[config.mk]
export PLATFORM = sky130hd
export DESIGN_NAME = broaden_pulse_recover
export DESIGN_NICKNAME = d
export VERILOG_FILES = /design/src/rtl/broaden_pulse_recover.sv
export SDC_FILE = /design/constraint.sdc
export NUM_CORES = 1
export LEC_CHECK = 0
export BUFFER_PORTS_ARGS = -buffer_cell sky130_fd_sc_hd__buf_2
export CORE_MARGIN = 2
export CORE_UTILIZATION = 41
export CTS_CLUSTER_DIAMETER = 60
export DETAILED_ROUTE_END_ITERATION = 10
export PLACE_DENSITY = 0.65
export REMOVE_ABC_BUFFERS = 1
export SYNTH_ARGS = -nofsm -noshare
export SYNTH_HDL_FRONTEND = slang
export SYNTH_SLANG_ARGS = --single-unit
[constraint.sdc]
create_clock -name clk -period 5.15 [get_ports clk]
set_clock_uncertainty 0.05 [all_clocks]
set_input_delay 1.03 -clock clk [delete_from_list [all_inputs] [get_ports clk]]
set_output_delay 1.03 -clock clk [all_outputs]
set_load 0.01 [all_outputs]
[src/rtl/broaden_pulse_recover.sv]
// Receive side of the pulse-broadening link: qualifies active runs of d by length,
// emits one q pulse per accepted run and queues events behind evt_vld/evt_rdy.
// Optional macro BROADEN_PULSE_RECOVER_INPUT_SYNC_EN adds a 2-flop synchronizer ahead of d_r.
//
// state | meaning
// ------+------------------------------------------------------------
// IDLE  | no active run in progress
// QUAL  | run in progress, shorter than MIN_LEN so far (glitch if it ends)
// HOLD  | run accepted, waiting for it to end; flags runs longer than MAX_LEN
module broaden_pulse_recover #(
  parameter     PHASE   = "POSITIVE",
  parameter int MIN_LEN = 2,
  parameter int MAX_LEN = 16,
  parameter int CNT_W   = 4
) (
  input  logic             clk,
  input  logic             rst,
  input  logic             d,
  output logic             q,
  output logic             evt_vld,
  input  logic             evt_rdy,
  output logic [CNT_W-1:0] pend_cnt,
  output logic             len_err,
  output logic             ovf,
  input  logic             clr
);

  localparam logic INACT = (PHASE == "NEGATIVE") ? 1'b1 : 1'b0;
  // 9 bits hold MAX_LEN+1 for the largest legal MAX_LEN of 255.
  localparam int RUN_W = 9;
  localparam logic [RUN_W-1:0] MIN_V = RUN_W'(MIN_LEN);
  localparam logic [RUN_W-1:0] SAT_V = RUN_W'(MAX_LEN + 1);
  localparam logic [RUN_W-1:0] ONE_V = RUN_W'(1);
  localparam logic [CNT_W-1:0] PEND_MAX = '1;

  typedef enum logic [1:0] {IDLE, QUAL, HOLD} state_t;

  state_t           state_q, state_d;
  logic [RUN_W-1:0] run_cnt_q, run_cnt_d;
  logic [CNT_W-1:0] pend_cnt_q, pend_cnt_d;
  logic             d_r_q, d_r_d;
  logic             q_q, q_d;
  logic             len_err_q, len_err_d;
  logic             ovf_q, ovf_d;
  logic             d_in;
  logic             a;
  logic             accept;
  logic             len_set;
  logic             ovf_set;
  logic             pop;

`ifdef BROADEN_PULSE_RECOVER_INPUT_SYNC_EN
  logic sync1_q, sync2_q;

  always_ff @(posedge clk) begin
    if (rst) begin
      sync1_q <= INACT;
      sync2_q <= INACT;
    end else begin
      sync1_q <= d;
      sync2_q <= sync1_q;
    end
  end

  assign d_in = sync2_q;
`else
  assign d_in = d;
`endif

  always_comb begin
    d_r_d     = d_in;
    a         = d_r_q ^ INACT;
    state_d   = state_q;
    run_cnt_d = run_cnt_q;
    accept    = 1'b0;
    len_set   = 1'b0;
    case (state_q)
      IDLE: begin
        run_cnt_d = '0;
        if (a) begin
          run_cnt_d = ONE_V;
          if (MIN_LEN == 1) begin
            accept  = 1'b1;
            state_d = HOLD;
          end else begin
            state_d = QUAL;
          end
        end
      end
      QUAL: begin
        if (!a) begin
          run_cnt_d = '0;
          state_d   = IDLE;
        end else begin
          run_cnt_d = run_cnt_q + ONE_V;
          if (run_cnt_q + ONE_V == MIN_V) begin
            accept  = 1'b1;
            state_d = HOLD;
          end
        end
      end
      HOLD: begin
        if (!a) begin
          run_cnt_d = '0;
          state_d   = IDLE;
        end else if (run_cnt_q != SAT_V) begin
          run_cnt_d = run_cnt_q + ONE_V;
          len_set   = (run_cnt_q + ONE_V == SAT_V);
        end
      end
      default: begin
        run_cnt_d = '0;
        state_d   = IDLE;
      end
    endcase
  end

  // An accept into a full queue with no simultaneous pop is dropped but still pulses q.
  always_comb begin
    pop        = (pend_cnt_q != '0) && evt_rdy;
    pend_cnt_d = pend_cnt_q;
    ovf_set    = 1'b0;
    case ({accept, pop})
      2'b10: begin
        if (pend_cnt_q == PEND_MAX) ovf_set = 1'b1;
        else pend_cnt_d = pend_cnt_q + 1'b1;
      end
      2'b01:   pend_cnt_d = pend_cnt_q - 1'b1;
      default: pend_cnt_d = pend_cnt_q;
    endcase
    q_d       = accept;
    len_err_d = len_set | (len_err_q & ~clr);
    ovf_d     = ovf_set | (ovf_q & ~clr);
  end

  always_ff @(posedge clk) begin
    if (rst) begin
      state_q    <= IDLE;
      run_cnt_q  <= '0;
      pend_cnt_q <= '0;
      d_r_q      <= INACT;
      q_q        <= 1'b0;
      len_err_q  <= 1'b0;
      ovf_q      <= 1'b0;
    end else begin
      state_q    <= state_d;
      run_cnt_q  <= run_cnt_d;
      pend_cnt_q <= pend_cnt_d;
      d_r_q      <= d_r_d;
      q_q        <= q_d;
      len_err_q  <= len_err_d;
      ovf_q      <= ovf_d;
    end
  end

  assign q        = q_q;
  assign evt_vld  = (pend_cnt_q != '0);
  assign pend_cnt = pend_cnt_q;
  assign len_err  = len_err_q;
  assign ovf      = ovf_q;

endmodule

==> key figures <==
Run status
  • Status: complete, no violations

Timing
  • Setup total negative slack: 0 ns
  • Highest clock rate: 329.0 MHz
  • Fin crit share: 0.5903
  • Setup repair after global routing missed its margin: no
  • Max-slew violation count: 0
  • Minimum clock period: 3.040 ns
  • Final setup vio count: 0
  • Max_slew headroom: 0.7004
  • Slew @ Worst Pin: 0.4459 ns
  • Final Hold Viols: 0

Synth
  • Synth cell types: 39
  • Avg Inst Size Synth: 8.443 um^2
  • Syn Std Cell Area: 1241 um^2
  • Ys async rst share: 0
  • Synthesis warning total: 0
  • Register area share after synthesis: 0.3065
  • Number of synthesized flops with an enable pin: 0
  • Gate count after technology mapping: 147
  • Yosys reg bits: 19
  • Main synth FF type: dfxtp_1

Clocking
  • Clock root cell: clkbuf_4
  • TritonCTS Buffers: 3
  • Clock Path Buffers: 2
  • Worst-Skew Late Latency: 0.30 ns
  • Post-CTS Setup Bufs: 0
  • Clock Sinks: 19
  • # hold bufs at CTS: 0
  • Resized cells post-CTS: 0
  • H-tree depth: 1
  • Clock slew at reported path FFs: 0.11 ns
  • CTS tree: built

GRT
  • First-pass GRT wire length: 4.071 mm
  • Met2 Use GR: 0.2381
  • GR met3 Demand/Resource: 0.05022
  • Total track usage: 0.1499
  • Grt met1 use: 0.1978
  • Total grt overflow: 0
  • Pin count of the biggest net entering global routing: 19
  • Vias in the first global route: 943
  • Gr busiest metal: met2
  • Antenna violations before repair: 0

Power
  • P_sw: 0.09425 mW
  • Pint: 0.2188 mW
  • Logic pwr share: 0.242
  • Clock Power Share: 0.240
  • Pwr Density: 238.3 nW/um^2
  • Switch share: 0.3010
  • Peak supply drop: 0.1661 mV
  • Cell leakage power: 0.5430 nW
  • Flop pwr share: 0.518
  • Total power draw: 0.3131 mW

Floorplanning
  • Chip width: 59.02 um
  • Initial core utilization: 0.4425
  • Core footprint: 2805 um^2
  • Std-Cell Rows: 19
  • IO Count: 13
  • Die outline height: 59.02 um
  • Die ar.: 3483 um^2

Worst setup path
  • Setup crit start kind: flop
  • Worst Reg-to-Reg Cells: 12
  • Arrival time worst endpoint: 3.19 ns
  • Worst setup path start: run_cnt_q[0]
  • Req. time, crit path: 5.30 ns
  • Flop-to-flop setup slack: 2.11 ns
  • Worst r2r dst: pend_cnt[3]
  • Crit. End Element: flop
  • CP Max Fanout: 9
  • Reg-to-reg startpoint: run_cnt_q[0]
  • CP Class: reg2reg

Placement
  • GP Congestion: 0.8349
  • Post-detail-place hpwl: 1.788 mm
  • I/O Buffers: 12

Final layout
  • Nets: 172
  • Area grow syn2layout: 5.847%
  • ANT cells: 0
  • Layout cells sized above 1: 0.1795

Worst hold path
  • HP Start: ovf
  • Hold path endpoint: ovf
  • Hold crit path type: reg2reg
  • Hold depth: 2

Routing
  • DR iter-0 viols: 31
  • Via count: 1023
  • Drt wl/cell: 12.48 um
  • Initial DRT Pass Iterations: 4
  • Antenna viol nets, final: 0
  • Routed WL: 2.333 mm
  • Number of remaining DRC errors: 0
  • Via density: 5.471

Flow run
  • Max Cap Viol: 0
-- layout make-up --
cell class	instances	area (um^2)
Sequential cell	19	380.4
Multi-Input combinational cell	113	778.2
Inverter	8	30.03
Tap cell	31	38.79
Fill cell	275	1491
Timing Repair Buffer	12	60.06
Clock buffer	4	26.28
-- critical path, cell delays in order, from the launching register on --
cell,delay (ns)
dfxtp_1,0.45
ha_1,0.37
nand3_1,0.19
xnor2_1,0.31
nor2_1,0.12
a21o_2,0.23
inv_1,0.08
ha_1,0.22
a21o_1,0.18
a21o_1,0.18
a211oi_1,0.21
a31oi_1,0.07
mux2_2,0.29
-- metal layers --
layer,vias to the layer above,wire length (um)
met3,4,67
li1,531,-
met1,473,1210
met2,15,1042
met5,-,0
met4,0,12
-- how the worst max path moves through the flow --
stage,cells past startpoint,slack [ns],end
after floorplan,11,2.37,pend_cnt[3]
after global placement,11,2.24,pend_cnt[3]
after detailed placement,12,2.12,pend_cnt[3]
after CTS,12,2.11,pend_cnt[3]
after global routing,12,1.75,pend_cnt[3]
final,12,2.11,pend_cnt[3]
-- registers in the layout (all words and copies together), names as in the netlist --
signal,flops
pend_cnt,4
a,1
ovf,1
q,1
run_cnt_q,9
state_q,2
len_err,1
-- cell families after synthesis --
family / share of synthesized area
AOI/OAI and AO/OA: 0.1331
xor gates and xnor gates: 0.07057
adders and majority gates: 0.1069
buffers and inverters: 0.06652
DFF: 0.3064
muxes: 0.03629
and+or+nand+nor: 0.2802
-- power groups by stage --
stage / clock network [mW] / registers, mW / logic (mW)
after floorplan: 0 / 0.166 / 0.0526
after CTS: 0.0789 / 0.162 / 0.0761
after global routing: 0.0860 / 0.163 / 0.0860
final: 0.0751 / 0.162 / 0.0757
after detailed placement: 0 / 0.166 / 0.0759
after global placement: 0 / 0.165 / 0.0750
-- cells in the final DEF, fill, tap and decap left out, types with 4 or more instances in the layout --
cell type	netlist	final
nand2_1	11	11
nor2_1	21	21
ha_1	9	9
dfxtp_1	19	19
a21oi_1	8	8
nand4_1	5	5
mux2_2	4	4
nand3_1	6	6
inv_1	8	8
xor2_1	7	7
buf_2	0	12
-- synthesized netlist by cell type, types with 2 or more instances --
cell type,instances,area share
nor3_1,2,0.0081
nand4_1,5,0.025
inv_1,8,0.024
xnor2_1,3,0.021
a211oi_1,3,0.018
a21oi_1,8,0.032
nor4b_1,2,0.014
nand2_1,11,0.033
nor2b_1,3,0.015
ha_1,9,0.091
buf_6,2,0.018
and3_2,2,0.012
mux2_2,4,0.036
a31oi_1,3,0.015
nor4_1,2,0.010
nand3_1,6,0.024
dfxtp_1,19,0.31
nor2_1,21,0.064
nand2b_1,2,0.010
and2_2,2,0.012
a21o_1,2,0.012
or4_1,2,0.012
xor2_1,7,0.049
clkbuf_1,3,0.0091
o21ai_0,2,0.0081
-- through the flow --
stage	cell area (um^2)	cells	hold WS, ns	util	setup WS (ns)
finish	1314	187	0.4217	0.4683	2.110
global placement	1287	183	0.4017	0.4590	2.241
CTS	1314	187	0.4273	0.4683	2.107
detailed placement	1287	183	0.4103	0.4590	2.117
global route	1314	187	0.4549	0.4683	1.748
floorplan	1189	140	0.4265	-	2.365
No activity file was read; power rests on OpenSTA's default activity.
